==> config.mk <==
export PLATFORM = sky130hd
export DESIGN_NAME = neo_sample_buffer
export DESIGN_NICKNAME = d
export VERILOG_FILES = /design/src/rtl/neo_buf_pkg.sv /design/src/rtl/neo_ring_ram.sv /design/src/rtl/neo_sample_buffer.sv
export SDC_FILE = /design/constraint.sdc
export NUM_CORES = 1
export LEC_CHECK = 0
export BUFFER_PORTS_ARGS = -buffer_cell sky130_fd_sc_hd__clkbuf_2
export CORE_MARGIN = 4
export CORE_UTILIZATION = 38
export CTS_CLUSTER_SIZE = 12
export DETAILED_ROUTE_END_ITERATION = 16
export PLACE_DENSITY_LB_ADDON = 0.3
export SLEW_MARGIN = 25
export SYNTH_ARGS = -nofsm -noshare
export SYNTH_HDL_FRONTEND = slang
export SYNTH_SLANG_ARGS = --single-unit
==> constraint.sdc <==
create_clock -name Clk -period 4.1 [get_ports Clk]
set_input_delay 0.41 -clock Clk [delete_from_list [all_inputs] [get_ports Clk]]
set_output_delay 0.41 -clock Clk [all_outputs]
set_load 0.02 [all_outputs]
==> src/rtl/neo_buf_pkg.sv <==
// Shared types, lag clamping and width helpers for the NEO sample buffer.
// The optional psi output is enabled with the NEO_BUF_ENERGY_EN macro.
package neo_buf_pkg;

   localparam int DEF_N = 16;

   // Default-width sample type; parameterised modules derive their own from N.
   typedef logic signed [DEF_N-1:0] sample_t;

   function automatic int kw_f(input int kmax);
      return $clog2(kmax + 1);
   endfunction

   function automatic int fill_w_f(input int kmax);
      return $clog2(2 * kmax + 1);
   endfunction

   function automatic int psi_w_f(input int n);
      return 2 * n + 1;
   endfunction

   localparam int PSI_W = psi_w_f(DEF_N);

   // A requested lag of 0 means 1; anything above kmax saturates.
   function automatic int lag_clamp(input int k_req, input int kmax);
      if (k_req < 1)
         return 1;
      else if (k_req > kmax)
         return kmax;
      return k_req;
   endfunction

endpackage

==> src/rtl/neo_ring_ram.sv <==
// M x N sample ring: one synchronous write port, two asynchronous read ports
// used for the x[n-k] and x[n-2k] taps.
module neo_ring_ram #(
   parameter int N  = 16,
   parameter int M  = 16,
   localparam int AW = $clog2(M)
) (
   input  logic                Clk,
   input  logic                we,
   input  logic [AW-1:0]       waddr,
   input  logic signed [N-1:0] wdata,
   input  logic [AW-1:0]       raddr_a,
   output logic signed [N-1:0] rdata_a,
   input  logic [AW-1:0]       raddr_b,
   output logic signed [N-1:0] rdata_b
);

   logic signed [N-1:0] mem [M];

   // NOTE: the storage array has no reset; the fill counter upstream guarantees
   // no slot is read before it has been written in the current stream.
   // NOTE: sequential state uses non-blocking assignments so every register
   // samples pre-edge values regardless of process ordering.
   always_ff @(posedge Clk) begin
      if (we)
         mem[waddr] <= wdata;
   end

   assign rdata_a = mem[raddr_a];
   assign rdata_b = mem[raddr_b];

endmodule

==> src/rtl/neo_sample_buffer.sv <==
// Circular sample buffer producing (x[n-2k], x[n-k], x[n]) with valid/ready flow
// control, flush and fill tracking. NEO_BUF_ENERGY_EN adds the registered psi output.
module neo_sample_buffer
   import neo_buf_pkg::*;
#(
   parameter int N    = 16,
   parameter int M    = 16,
   parameter int KMAX = 4,
   localparam int KW  = kw_f(KMAX),
   localparam int FW  = fill_w_f(KMAX),
   localparam int PW  = psi_w_f(N),
   localparam int AW  = $clog2(M)
) (
   input  logic                Clk,
   input  logic                reset,
   input  logic [KW-1:0]       k_sel,
   input  logic                flush,
   input  logic                in_valid,
   input  logic signed [N-1:0] in_data,
   output logic                in_ready,
   output logic                out_valid,
   input  logic                out_ready,
   output logic signed [N-1:0] x_prev,
   output logic signed [N-1:0] x_cur,
   output logic signed [N-1:0] x_next,
   output logic [FW-1:0]       fill
`ifdef NEO_BUF_ENERGY_EN
   ,
   output logic signed [PW-1:0] psi
`endif
);

   typedef logic signed [N-1:0] smp_t;

   localparam logic [FW-1:0] FILL_MAX = FW'(2 * KMAX);

   logic [KW-1:0] k_q;
   logic [KW-1:0] k_req;
   logic [AW-1:0] wptr;
   logic [AW-1:0] addr_k;
   logic [AW-1:0] addr_2k;
   smp_t          rd_k;
   smp_t          rd_2k;
   logic          accept;
   logic          restart;
   logic          tap_ok;
   logic          load;

   // A lag change invalidates the history exactly like an explicit flush.
   assign k_req   = KW'(lag_clamp(int'(k_sel), KMAX));
   assign restart = flush || (k_req != k_q);

   assign in_ready = !reset && (!out_valid || out_ready);
   assign accept   = in_valid && in_ready;

   // When no restart is pending k_q already equals the requested lag.
   assign tap_ok  = (fill >= FW'(2 * int'(k_q)));
   assign load    = accept && tap_ok && !restart;

   assign addr_k  = wptr - AW'(k_q);
   assign addr_2k = wptr - AW'(2 * int'(k_q));

   neo_ring_ram #(
      .N (N),
      .M (M)
   ) u_ring (
      .Clk     (Clk),
      .we      (accept),
      .waddr   (wptr),
      .wdata   (in_data),
      .raddr_a (addr_k),
      .rdata_a (rd_k),
      .raddr_b (addr_2k),
      .rdata_b (rd_2k)
   );

   always_ff @(posedge Clk or posedge reset) begin
      if (reset) begin
         k_q       <= KW'(1);
         wptr      <= '0;
         fill      <= '0;
         out_valid <= 1'b0;
         x_prev    <= '0;
         x_cur     <= '0;
         x_next    <= '0;
      end else begin
         k_q <= k_req;

         if (accept)
            wptr <= wptr + AW'(1);

         if (restart) begin
            // A sample accepted alongside the flush opens the new stream.
            fill      <= accept ? FW'(1) : '0;
            out_valid <= 1'b0;
         end else begin
            if (accept && (fill != FILL_MAX))
               fill <= fill + FW'(1);
            if (load)
               out_valid <= 1'b1;
            else if (out_ready)
               out_valid <= 1'b0;
         end

         if (load) begin
            x_prev <= rd_2k;
            x_cur  <= rd_k;
            x_next <= in_data;
         end
      end
   end

`ifdef NEO_BUF_ENERGY_EN
   logic signed [PW-1:0] e_prev;
   logic signed [PW-1:0] e_cur;
   logic signed [PW-1:0] e_next;
   logic signed [PW-1:0] psi_d;

   // Operands are sign-extended to full width first so nothing is truncated.
   always_comb begin
      e_prev = PW'(rd_2k);
      e_cur  = PW'(rd_k);
      e_next = PW'(in_data);
      psi_d  = e_cur * e_cur - e_prev * e_next;
   end

   always_ff @(posedge Clk or posedge reset) begin
      if (reset)
         psi <= '0;
      else if (load)
         psi <= psi_d;
   end
`endif

endmodule

==> qor.txt, run 1 <==
Met3 Usage GRT -> 0.0441
Post-Syn Area -> 0.0144 mm²
Synth top area share -> 0.534
DP Wirelength -> 21500 µm
GR Overflow Total -> 0
Ys Warns -> 0
FILL cells -> 3186
Final non-filler cell total -> 1348
Power Internal -> 8.41 mW
Gr busiest metal -> met2
Classification of the worst setup path -> reg2reg
Sw power -> 3.87 mW
Logic pwr share -> 0.411
Initial antenna violation count -> 2
1st-pass router iterations -> 5
Pwr Density -> 727 mW/mm²
Gpl congestion -> 0.765
Synth area leader -> edfxtp_1
Antenna diode count -> 0
GR Layer Usage met1 -> 0.264
Placed cell count -> 1280
Worst Tran Pin Value -> 0.888 ns
Post-cts sizing count -> 0
Core area -> 0.0376 mm²
Total track usage -> 0.183
Largest net degree at the start of global routing -> 65
Sequential Power Share -> 0.325
Sequential area share after synthesis -> 0.638
Crit end category -> flop
First-pass GRT wire length -> 55300 µm
VDD IR max -> 0.000494 V
Die height -> 203 µm
Final slew viol count -> 0
Area grow syn2layout -> 17.3%
Via-per-instance ratio -> 5.78
CP bufs+invs -> 2
Share of post-route cells with drive strength above 1 -> 0.501
Die width -> 203 µm
Post-CTS setup buffer count -> 0
Starting DRC count in detailed routing -> 787
Drt total wl -> 37100 µm
CTS clk-pin slew, worst paths -> 0.06 ns
Clock Latency Late Sink -> 0.52 ns
Commonest non-fill, non-tap cell in the layout -> edfxtp_1
CP max stage cell -> fa_4
Fin crit share -> 0.807
Sequential cell area -> 0.00919 mm²
Worst path top cell family by delay -> adder cells
Post-synth EDFFs -> 256
# DRC -> 0
Clk sinks -> 316
Crit path time final -> 3.31 ns
Max_slew headroom -> 0.408
Hold crit path type -> in2async
CTS Buf Count -> 37
CTS tree -> done
Max Buffers Root-to-Sink -> 3
Fmax -> 302 MHz
Hold Buf Count CTS -> 0
Setup violators final -> 0
Max incr delay on CP -> 0.99 ns
Max FO, Critical Path -> 28
H-Tree Depth -> 2
Yosys reg bits -> 316
Synth Instances -> 700
Vias post-DR -> 7787
Multi-input logic area -> 0.00503 mm²
CP Cell Sequence -> inv_1, ha_2, fa_4, buf_12, mux4_2, mux2_2, a221o_2
Initial Util -> 0.383
Met2 GRT Util -> 0.286
Primary FF master, synth -> edfxtp_1
CTS Root Cell -> clkbuf_16
Clk pwr share -> 0.264
CP arrival -> 3.71 ns
Fin nets -> 847
Syn_area_per_cell -> 20.6 µm²
Startpoint types -> flop
RSZ-0062 raised after global routing -> false
Ys async rst share -> 0.190
CP required -> 4.50 ns
LEAKAGE -> 5.88 nW
Synth cell types -> 45
Setup TNS -> 0 ns
Port bufs -> 77
Average routed wire per standard cell -> 27.5 µm
Status -> completed
Final Skew -> 0.0111 ns
Number of max-cap violations -> 0
# IOs -> 78
Net Sw Frac -> 0.315
Final Hold Vio Count -> 0
Largest cells by area after synthesis -> edfxtp_1 53%, mux4_2 23%, dfrtp_1 10%
Vias in the first global route -> 8140
Commonest non-fill, non-tap cells in the layout -> 256 x edfxtp_1, 144 x mux4_2, 77 x clkbuf_2
Row count -> 71
Post-Synthesis Net Count -> 739
Antenna-violating nets left -> 0
Die area -> 0.0411 mm²
synth_stat cells, drive strengths merged, types with 2 or more instances:
cell type  instances
clkbuf            24
buf               25
a21oi              2
o21ai              3
xnor2              6
mux2              64
ha                13
xor2               3
inv                8
fa                 2
nor3               5
nand4              2
nor3b              3
dfrtp             59
nor2b              3
a21boi            18
o21a               2
nand2             11
edfxtp           256
nand2b             3
mux4             144
nor2              17
a221o             16
layout make-up:
class                      instances  area share
multi-input combinational        327       0.297
timing repair buffer             118      0.0477
tap                              511      0.0378
clock buffer                      49      0.0606
clock inverter                    19      0.0106
sequential                       316       0.544
inverter                           8     0.00192
state kept, by name (all words and copies together), names as in the netlist:
| signal | flops |
|---|---|
| wptr | 4 |
| x_cur | 16 |
| x_prev | 16 |
| x_next | 16 |
| k_q | 3 |
| out_valid | 1 |
| u_ring.mem | 256 |
| fill | 4 |
power by group through the flow:
stage	clock network, mW	registers (mW)	logic (mW)
final	3.24	3.99	5.05
after floorplan	0	4.12	3.70
after global routing	3.46	4.02	5.41
after detailed placement	0	4.05	5.11
after global placement	0	4.05	5.08
after CTS	3.32	3.99	5.13
routing by layer:
| layer | vias to the layer above | share of wire |
|---|---|---|
| li1 | 3180 | - |
| met1 | 4182 | 0.43 |
| met2 | 365 | 0.46 |
| met3 | 60 | 0.085 |
| met4 | 0 | 0.019 |
| met5 | - | 0 |
cell families (layout without fill, tap and decap cells):
family / Yosys count / in the layout / share of synthesized area
buf+inv: 57 / 194 / 0.0206
fa+ha+maj: 15 / 15 / 0.0141
xor+xnor: 9 / 9 / 0.00651
flops: 316 / 316 / 0.638
compound gates: 44 / 44 / 0.0257
mux: 209 / 209 / 0.277
simple gates: 50 / 50 / 0.0182
final timing paths:
kind	start	to	slack [ns]	cells after the start
setup / recovery	wptr[0]	x_cur[5]	0.79	7
max in group asynchronous	reset	x_next[3]	3.20	3
setup reg to reg	wptr[0]	x_cur[5]	0.79	7
hold / removal	reset	fill[3]	0.03	2
min in group Clk	k_sel[2]	k_q[2]	0.08	1
hold reg to reg	x_next[4]	x_next[4]	0.51	1
metrics by stage:
stage	utilization	power (mW)	setup WS, ns	cell area [µm²]	hold WS, ns
floorplan	-	7.82	0.752	14400	0.443
global placement	0.418	9.13	0.784	15700	0.489
detailed placement	0.418	9.16	0.762	15700	0.497
CTS	0.450	12.4	0.748	16900	0.0612
global route	0.450	12.9	0.633	16900	0.0771
finish	0.450	12.3	0.792	16900	0.0349
Power figures use the tool's default switching activity.
==> inputs of run 2 (changes only) <==
==> constraint.sdc (replaced) <==
create_clock -name Clk -period 3.4 [get_ports Clk]
set_input_delay 0.34 -clock Clk [delete_from_list [all_inputs] [get_ports Clk]]
set_output_delay 0.34 -clock Clk [all_outputs]
set_load 0.02 [all_outputs]
==> run 2 against run 1 <==
  * Utilization is essentially flat
  * Sequential share of layout area decreased by 0.052 points
  * Final cell count grew 0.15%
  * Critical path depth unchanged
  * Combinational power increased by 24%
  * Wire length decreased by 1.3%
  * Largest power group unchanged
==> qor.txt, run 2 (synthesis gave the netlist of run 1 again) <==
Final Hold Vio Count -> 0 (unchanged)
Via-per-instance ratio -> 5.75 (was 5.78)
CTS tree -> done (unchanged)
First-pass GRT wire length -> 54200 µm (was 55300 µm)
LEAKAGE -> 5.89 nW (was 5.88 nW)
Largest net degree at the start of global routing -> 68 (was 65)
Clk sinks -> 316 (unchanged)
Status -> completed (unchanged)
Antenna-violating nets left -> 0 (unchanged)
CP required -> 3.81 ns (was 4.50 ns)
Final Skew -> 0.0172 ns (was 0.0111 ns)
GR Overflow Total -> 0 (unchanged)
H-Tree Depth -> 2 (unchanged)
RR Endpoint -> x_cur[2] (was x_cur[5])
# IOs -> 78 (unchanged)
Gpl congestion -> 0.768 (was 0.765)
Die height -> 203 µm (unchanged)
# DRC -> 0 (unchanged)
VDD IR max -> 0.000496 V (was 0.000494 V)
CP arrival -> 3.53 ns (was 3.71 ns)
Total track usage -> 0.179 (was 0.183)
Setup TNS -> 0 ns (unchanged)
R2R depth -> 7 (unchanged)
Max FO, Critical Path -> 31 (was 28)
Area grow syn2layout -> 17.4% (was 17.3%)
Die width -> 203 µm (unchanged)
Row count -> 71 (unchanged)
Reg2reg setup slack -> 0.28 ns (was 0.79 ns)
CTS Root Cell -> clkbuf_16 (unchanged)
Initial Util -> 0.383 (unchanged)
1st-pass router iterations -> 5 (unchanged)
Port bufs -> 77 (unchanged)
Starting DRC count in detailed routing -> 763 (was 787)
Core area -> 0.0376 mm² (unchanged)
Hold crit path type -> in2reg (was in2async)
Classification of the worst setup path -> reg2reg (unchanged)
DP Worst Slack -> 0.266 ns (was 0.762 ns)
Pwr Density -> 875 mW/mm² (was 727 mW/mm²)
Final critical-path setup slack -> 0.281 ns (was 0.792 ns)
CP max stage cell -> fa_4 (unchanged)
Commonest non-fill, non-tap cells in the layout -> 256 x edfxtp_1, 144 x mux4_2, 77 x clkbuf_2 (unchanged)
Hold path endpoint -> k_q[1]
CTS Buf Count -> 36 (was 37)
Setup violators final -> 0 (unchanged)
FILL cells -> 3194 (was 3186)
Number of max-cap violations -> 0 (unchanged)
Commonest non-fill, non-tap cell in the layout -> edfxtp_1 (unchanged)
Fin nets -> 850 (was 847)
HP Start -> k_sel[1]
Max reg flops -> 256 (unchanged)
Die area -> 0.0411 mm² (unchanged)
Startpoint types -> flop (unchanged)
Vias in the first global route -> 7948 (was 8140)
Vias post-DR -> 7767 (was 7787)
Crit path time final -> 3.12 ns (was 3.31 ns)
RSZ-0062 raised after global routing -> false (unchanged)
Worst Tran Pin Value -> 0.700 ns (was 0.888 ns)
Max_slew headroom -> 0.531 (was 0.408)
Crit end category -> flop (unchanged)
Antenna diode count -> 0 (unchanged)
Initial antenna violation count -> 0 (was 2)
Max Buffers Root-to-Sink -> 3 (unchanged)
Largest Register -> u_ring.mem (unchanged)
Final slew viol count -> 0 (unchanged)
Drt total wl -> 36700 µm (was 37100 µm)
Clock Latency Late Sink -> 0.53 ns (was 0.52 ns)
DP Wirelength -> 21700 µm (was 21500 µm)
Reg2reg start -> wptr[0] (unchanged)
Average routed wire per standard cell -> 27.2 µm (was 27.5 µm)
Max incr delay on CP -> 0.81 ns (was 0.99 ns)
Sequential cell area -> 0.00919 mm² (unchanged)
Share of post-route cells with drive strength above 1 -> 0.496 (was 0.501)
Hold Path Depth -> 2
CP Cell Sequence -> inv_1, ha_2, fa_4, buf_12, mux4_2, mux2_2, a221o_2 (unchanged)
Fin crit share -> 0.917 (was 0.807)
CTS clk-pin slew, worst paths -> 0.06 ns (about the same)
Multi-input logic area -> 0.00503 mm² (unchanged)
Post-cts sizing count -> 0 (unchanged)
Fmax -> 321 MHz (was 302 MHz)
run 2: changes by cell type in the layout (fill, tap and decap cells not counted):
cell           previous run  this run
inv_6                     1         2
buf_12                    9        12
inv_8                     0         1
clkinvlp_4                3         0
dlygate4sd3_1             0         2
buf_4                    32        31
inv_4                     1         0
clkbuf_16                39        37
clkbuf_1                  9        12
clkinv_4                  1         0
run 2: how the worst max path moves through the flow:
stage                        from   endpoint  cells past startpoint
final                     wptr[0]   x_cur[2]                      7
after global routing      wptr[0]  x_cur[10]                      7
after CTS                 wptr[0]   x_cur[2]                      7
after detailed placement  wptr[0]   x_cur[2]                      7
after global placement    wptr[0]   x_cur[2]                      7
after floorplan           wptr[0]   x_cur[1]                     10
run 2: final cells by class:
type	instances	area share
Sequential cell	316	0.543
Multi-Input combinational cell	327	0.297
Clock buffer	50	0.0582
Timing Repair Buffer	122	0.0519
Tap cell	511	0.0378
Clock inverter	16	0.00962
Inverter	8	0.00185
run 2: worst max-delay path, delay by kind of cell (launching register included):
kind / cells / cell delay (ns)
adder cells (fa/ha/maj): 2 / 1.00
multiplexers: 2 / 0.83
flip-flops: 1 / 0.42
AO/OA/AOI/OAI: 1 / 0.38
buffers and inverters: 2 / 0.36
run 2: power by group:
part | leakage [nW] | internal, mW | switching (mW) | total [mW]
sequential | 3.10 | 4.55 | 0.227 | 4.78
combinational | 2.23 | 3.34 | 2.90 | 6.24
clock | 0.562 | 2.26 | 1.53 | 3.79
run 2: through the flow:
stage          hold WS [ns]  utilization  instance area (µm²)  std cells  power, mW
3_5_place_dp          0.365        0.419                15700       1282       11.2
4_1_cts              0.0706        0.450                16900       1350       15.0
6_report             0.0878        0.450                16900       1350       14.8
5_1_grt              0.0903        0.450                16900       1350       15.5
2_1_floorplan         0.373            -                14400        700       9.43
3_3_place_gp          0.370        0.419                15700       1282       11.1
run 2: layer usage:
layer / routed length, µm / global-route usage / share of wire / vias to the layer above
li1: - / - / - / 3187
met1: 16700 / 0.269 / 0.46 / 4219
met2: 16800 / 0.273 / 0.46 / 307
met3: 2470 / 0.0361 / 0.067 / 54
met4: 699 / 0.0405 / 0.019 / 0
met5: 0 / 0 / 0 / -
run 2: repair_timing:
| action | CTS | global route |
|---|---|---|
| hold buffers | 2 | 0 |
| setup buffers | 0 | 0 |
| endpoints found under the hold margin | 18 | 0 |
